<file path="src/rtl/multicycle_ctrl.sv">
`default_nettype none
// ============================================================================
// Module      : multicycle_ctrl
// Description : Multi-cycle RV32I control FSM with imem/dmem handshakes and a bus timeout.
//               Optional illegal-opcode trap state: MULTICYCLE_TRAP_ILLEGAL_EN.
// Revision    : 1.0 - initial release
// ============================================================================
module multicycle_ctrl #(
  parameter int TIMEOUT_CYC = 16
) (
  input  logic       clk,
  input  logic       rst_n,
  input  logic [6:0] i_opcode,
  input  logic       i_branch_taken,
  output logic       o_imem_req,
  input  logic       i_imem_ack,
  output logic       o_dmem_req,
  output logic       o_dmem_we,
  input  logic       i_dmem_ack,
  output logic       o_ir_we,
  output logic       o_pc_we,
  output logic [1:0] o_pc_sel,
  output logic       o_alu_a_sel,
  output logic       o_alu_b_sel,
  output logic [1:0] o_wb_sel,
  output logic       o_reg_we,
  output logic       o_retire,
  output logic       o_bus_err,
`ifdef MULTICYCLE_TRAP_ILLEGAL_EN
  output logic       o_illegal_instr,
`endif
  output logic [2:0] o_state
);

  localparam logic [2:0] C_ST_IDLE   = 3'd0;
  localparam logic [2:0] C_ST_FETCH  = 3'd1;
  localparam logic [2:0] C_ST_DECODE = 3'd2;
  localparam logic [2:0] C_ST_EXEC   = 3'd3;
  localparam logic [2:0] C_ST_MEM    = 3'd4;
  localparam logic [2:0] C_ST_WB     = 3'd5;
  localparam logic [2:0] C_ST_TRAP   = 3'd6;

  localparam logic [3:0] C_CL_OP     = 4'd0;
  localparam logic [3:0] C_CL_OPIMM  = 4'd1;
  localparam logic [3:0] C_CL_LOAD   = 4'd2;
  localparam logic [3:0] C_CL_STORE  = 4'd3;
  localparam logic [3:0] C_CL_BRANCH = 4'd4;
  localparam logic [3:0] C_CL_JAL    = 4'd5;
  localparam logic [3:0] C_CL_JALR   = 4'd6;
  localparam logic [3:0] C_CL_LUI    = 4'd7;
  localparam logic [3:0] C_CL_AUIPC  = 4'd8;
  localparam logic [3:0] C_CL_NOP    = 4'd9;
  localparam logic [3:0] C_CL_ILL    = 4'd10;

  localparam int             C_CW     = (TIMEOUT_CYC > 0) ? $clog2(TIMEOUT_CYC + 1) : 1;
  localparam logic [C_CW-1:0] C_LAST  = C_CW'((TIMEOUT_CYC > 0) ? TIMEOUT_CYC - 1 : 0);
  localparam logic           C_TO_EN  = (TIMEOUT_CYC > 0);

  logic [2:0]      r_state;
  logic [2:0]      w_next;
  logic [3:0]      r_cls;
  logic [3:0]      w_dec_cls;
  logic [C_CW-1:0] r_cnt;
  logic            w_req_wait;
  logic            w_expire;

  always_comb begin
    case (i_opcode)
      7'b0110011: w_dec_cls = C_CL_OP;
      7'b0010011: w_dec_cls = C_CL_OPIMM;
      7'b0000011: w_dec_cls = C_CL_LOAD;
      7'b0100011: w_dec_cls = C_CL_STORE;
      7'b1100011: w_dec_cls = C_CL_BRANCH;
      7'b1101111: w_dec_cls = C_CL_JAL;
      7'b1100111: w_dec_cls = C_CL_JALR;
      7'b0110111: w_dec_cls = C_CL_LUI;
      7'b0010111: w_dec_cls = C_CL_AUIPC;
      7'b0001111,
      7'b1110011: w_dec_cls = C_CL_NOP;
      default:    w_dec_cls = C_CL_ILL;
    endcase
  end

  // The last unacked request cycle of a window expires; an ack in that cycle still wins.
  assign w_req_wait = ((r_state == C_ST_FETCH) && !i_imem_ack) ||
                      ((r_state == C_ST_MEM)   && !i_dmem_ack);
  assign w_expire   = C_TO_EN && w_req_wait && (r_cnt == C_LAST);

  always_ff @(posedge clk or negedge rst_n) begin
    if (!rst_n) begin
      r_state <= C_ST_IDLE;
      r_cls   <= C_CL_OP;
      r_cnt   <= '0;
    end else begin
      r_state <= w_next;
      if (r_state == C_ST_DECODE) r_cls <= w_dec_cls;
      if (w_req_wait && !w_expire) r_cnt <= r_cnt + 1'b1;
      else                         r_cnt <= '0;
    end
  end

  always_comb begin
    w_next      = r_state;
    o_imem_req  = 1'b0;
    o_dmem_req  = 1'b0;
    o_dmem_we   = 1'b0;
    o_ir_we     = 1'b0;
    o_pc_we     = 1'b0;
    o_pc_sel    = 2'b00;
    o_alu_a_sel = 1'b0;
    o_alu_b_sel = 1'b0;
    o_wb_sel    = 2'b00;
    o_reg_we    = 1'b0;
    o_retire    = 1'b0;
    o_bus_err   = 1'b0;
    if ((r_state == C_ST_EXEC) || (r_state == C_ST_MEM) || (r_state == C_ST_WB)) begin
      o_alu_a_sel = (r_cls == C_CL_AUIPC);
      o_alu_b_sel = (r_cls == C_CL_OPIMM) || (r_cls == C_CL_LOAD) || (r_cls == C_CL_STORE) ||
                    (r_cls == C_CL_JALR)  || (r_cls == C_CL_AUIPC);
      case (r_cls)
        C_CL_LOAD:           o_wb_sel = 2'b01;
        C_CL_JAL, C_CL_JALR: o_wb_sel = 2'b10;
        C_CL_LUI:            o_wb_sel = 2'b11;
        default:             o_wb_sel = 2'b00;
      endcase
    end
    case (r_state)
      C_ST_IDLE: w_next = C_ST_FETCH;
      C_ST_FETCH: begin
        o_imem_req = 1'b1;
        if (i_imem_ack) begin
          o_ir_we = 1'b1;
          w_next  = C_ST_DECODE;
        end else if (w_expire) begin
          o_bus_err = 1'b1;
        end
      end
      C_ST_DECODE: begin
        w_next = C_ST_EXEC;
`ifdef MULTICYCLE_TRAP_ILLEGAL_EN
        if (w_dec_cls == C_CL_ILL) w_next = C_ST_TRAP;
`endif
      end
      C_ST_EXEC: begin
        case (r_cls)
          C_CL_LOAD, C_CL_STORE: w_next = C_ST_MEM;
          C_CL_BRANCH: begin
            o_pc_we  = 1'b1;
            o_pc_sel = i_branch_taken ? 2'b01 : 2'b00;
            o_retire = 1'b1;
            w_next   = C_ST_FETCH;
          end
          C_CL_NOP: begin
            o_pc_we  = 1'b1;
            o_retire = 1'b1;
            w_next   = C_ST_FETCH;
          end
          // Illegal opcodes are skipped here so pc_we never fires in DECODE.
          C_CL_ILL: begin
            o_pc_we = 1'b1;
            w_next  = C_ST_FETCH;
          end
          default: w_next = C_ST_WB;
        endcase
      end
      C_ST_MEM: begin
        o_dmem_req = 1'b1;
        o_dmem_we  = (r_cls == C_CL_STORE);
        if (i_dmem_ack) begin
          if (r_cls == C_CL_STORE) begin
            o_pc_we  = 1'b1;
            o_retire = 1'b1;
            w_next   = C_ST_FETCH;
          end else begin
            w_next = C_ST_WB;
          end
        end else if (w_expire) begin
          o_bus_err = 1'b1;
          o_pc_we   = 1'b1;
          w_next    = C_ST_FETCH;
        end
      end
      C_ST_WB: begin
        o_reg_we = 1'b1;
        o_pc_we  = 1'b1;
        o_retire = 1'b1;
        o_pc_sel = (r_cls == C_CL_JAL) ? 2'b01 : (r_cls == C_CL_JALR) ? 2'b10 : 2'b00;
        w_next   = C_ST_FETCH;
      end
      C_ST_TRAP: w_next = C_ST_TRAP;
      default:   w_next = C_ST_IDLE;
    endcase
  end

`ifdef MULTICYCLE_TRAP_ILLEGAL_EN
  assign o_illegal_instr = (r_state == C_ST_TRAP);
`endif
  assign o_state = r_state;

endmodule
`default_nettype wire

</file>
<file path="config.mk">
export PLATFORM = sky130hd
export DESIGN_NAME = multicycle_ctrl
export DESIGN_NICKNAME = d
export VERILOG_FILES = /design/src/rtl/multicycle_ctrl.sv
export SDC_FILE = /design/constraint.sdc
export NUM_CORES = 1
export LEC_CHECK = 0
export BUFFER_PORTS_ARGS = -buffer_cell sky130_fd_sc_hd__buf_2
export CAP_MARGIN = 40
export CORE_MARGIN = 10
export CORE_UTILIZATION = 25
export DETAILED_ROUTE_END_ITERATION = 10
export SYNTH_ARGS = -nofsm -noshare
export SYNTH_HDL_FRONTEND = slang
export SYNTH_SLANG_ARGS = --single-unit
</file>
<file path="constraint.sdc">
create_clock -name clk -period 2.8 [get_ports clk]
set_input_delay 0.56 -clock clk [delete_from_list [all_inputs] [get_ports clk]]
set_output_delay 0.56 -clock clk [all_outputs]
set_load 0.02 [all_outputs]
</file>
==> results.md <==
* Switching share of power at 0.453
* Critical path arrival at 1.84 ns
* Hold_buf cts at 0
* Outcome: finished clean
* Area share of the largest cell type after synthesis at 0.294
* Worst path cell trace: or3b_1 -> a21oi_2 -> a31oi_1 -> o31ai_1 -> buf_2
* Slew HR at 0.490
* Routability cong. at ~0.81
* Drt total wl at between 2000 and 2500 um
* Crit path buffers/inverters at 1
* Cell family with most CP delay: flip-flops
* Mapped Cells at roughly 130
* GRT Overall Usage at 0.0707
* F_max at 417 MHz
* Synth unique cells at 40
* Post-synth EDFFs at 0
* Die X at about 84 um
* Per-cell routed wire length at between 10 and 15 um
* First-pass DRT Iterations at 4
* Clk buf depth at 2
* # nets final at 170
* Pin slew with the least headroom to its limit at 0.759 ns
* CP required at roughly 2.2 ns
* Clock power share at 0.172
* RSZ-0062 raised after global routing: false
* Max Transition Viols Final at 0
* Share of flip-flops with an asynchronous set or reset at 1.00
* WP depth at 5
* Post-Syn Area at around 1000 um^2
* LEAKAGE at 0.550 nW
* Final setup fails at 0
* Layout cells sized above 1 at 0.232
* Critical Path End: o_pc_we
* Area grow syn2layout at 21.8%
* Clock Latency Late Sink at 0.23 ns
* Rows at 23
* Iteration-0 DRC Markers at 37
* CTS Buf Count at 3
* Global route hottest layer: met2
* Clock sinks at 12
* CP Max Fanout at 13
* Crit share post-route at 0.857
* Vias at 1002
* Synth top cells by count: nor2_1 (15), dfrtp_1 (12), nor3_1 (10), nand2b_1 (8), o21ai_0 (8)
* CTS tree: done
* Max Cap Violations at 0
* DP HPWL at about 1900 um
* Met3 Track Usage GR at 0.0215
* Flop2flop setup slack at 1.09 ns
* Internal at roughly 0.57 mW
* Clock Skew at between 0.001 and 0.0015 ns
* Crit path from: o_state[2]
* Power, Total at 1.05 mW
* CP startpoint kind: flop
* IO Count at 29
* Register area share after synthesis at 0.294
* GR Util met1 at 0.0888
* Initial antenna violation count at 0
* PostCTS Resize Cnt at 0
* Net switching power of the design at approximately 0.47 mW
* Comb power frac at 0.502
* Detail Route Antenna Nets at 0
* Die Span Y at around 84 um
* Yosys reg bits at 12
* Pin count of the biggest net entering global routing at 18
* Worst R2R End: o_state[0]
* Total congestion overflow at 0
* R2R Path Start: r_cnt[0]
* Minimum clock period at between 2 and 2.5 ns
* CTS Root Cell: clkbuf_8
* Vias in the first global route at around 990
* Worst Hold Class: in2async
* Final Hold Vio Count at 0
* Seq pwr share at 0.326
* Most common cell in the netlist: nor2_1
* Yosys Warn Count at 0
* H-tree levels at 1
* # diodes at 0
* Worst R2R Path Depth at 5
* Synthesized Nets at around 150
* Crit. End Element: output port
* Peak supply drop at approximately 0.23 mV
* Syn Area/Cell at roughly 8 um^2
* Via/cell ratio at roughly 4.9
* Synth area leader: dfrtp_1
* M2 GR Usage at 0.105
* Synth area leaders: dfrtp_1 (29%), nor2_1 (5.5%), nand2b_1 (4.9%)
* Worst-path clk slew at approximately 0.050 ns
* DRC violations left at 0
* Path type of the worst setup path: reg2out
* CP peak stage delay at 0.48 ns
* IO buf count at 28
* First-pass GRT wire length at ~4400 um
* DIE AREA at 7040 um^2
* Post-CTS Setup Repair Bufs at 0
* Crit-path slowest cell: dfrtp_1
* Core Region at between 3000 and 4000 um^2
* Total negative slack at 0 ns
* Ys flop type: dfrtp_1
* Power Density at approximately 840 nW/um^2
* Initial Util at 0.257
==> registers in the layout (all words and copies together) (netlist names) <==
| name | flops |
|---|---|
| r_cls | 4 |
| o_state | 3 |
| r_cnt | 5 |
==> worst min-delay path by stage <==
stage	to	slack, ns
global route	r_cnt[3]	0.20
floorplan	o_state[0]	0.26
global placement	r_cnt[3]	0.45
detailed placement	r_cnt[3]	0.45
CTS	r_cnt[3]	0.19
finish	r_cnt[3]	0.19
==> cells by family after synthesis <==
logic type / synth area share
DFF: 0.294
buffers and inverters: 0.0674
adders and majority gates: 0.0245
AOI/OAI and AO/OA: 0.207
and+or+nand+nor: 0.362
xor gates and xnor gates: 0.0343
muxes: 0.0110
==> metrics by stage <==
stage / std cells / cell area (um^2) / hold slack (ns) / utilization / setup slack, ns
after global placement: 201 / 1190 / 0.450 / 0.299 / 0.527
final: 205 / 1240 / 0.189 / 0.313 / 0.399
after floorplan: 131 / 1020 / 0.264 / - / 0.430
after detailed placement: 201 / 1190 / 0.448 / 0.299 / 0.505
after global routing: 205 / 1240 / 0.196 / 0.313 / 0.215
after CTS: 205 / 1240 / 0.193 / 0.313 / 0.378
==> cell usage in the layout (no fill, tap or decap), types with 4 or more instances in the layout <==
cell type / Yosys / layout
a21oi_1: 4 / 4
a31oi_1: 6 / 6
and3_1: 4 / 4
buf_2: 1 / 28
clkbuf_8: 0 / 4
dfrtp_1: 12 / 12
inv_1: 7 / 7
nand2_1: 6 / 6
nand2b_1: 8 / 8
nor2_1: 15 / 15
nor3_1: 10 / 10
o21ai_0: 8 / 8
==> power by group through the flow <==
stage	Combinational, mW	Sequential (mW)	Clock (mW)
floorplan	0.456	0.286	0
global placement	0.534	0.343	0
detailed placement	0.531	0.344	0
CTS	0.534	0.340	0.188
global route	0.596	0.361	0.197
finish	0.525	0.342	0.180
==> area by class of cell <==
cell class	count	area, um^2
clock buffer	4	55.1
tap	50	62.6
sequential	12	300
inverter	7	26.3
timing repair buffer	29	148
multi-input combinational	103	652
fill	441	2730
==> metal layers <==
layer / vias up / wire [um] / share of wire
li1: 527 / - / -
met1: 444 / 1270 / 0.51
met2: 27 / 1010 / 0.41
met3: 4 / 154 / 0.062
met4: 0 / 44 / 0.018
met5: - / 0 / 0
No activity file was read; power rests on OpenSTA's default activity.
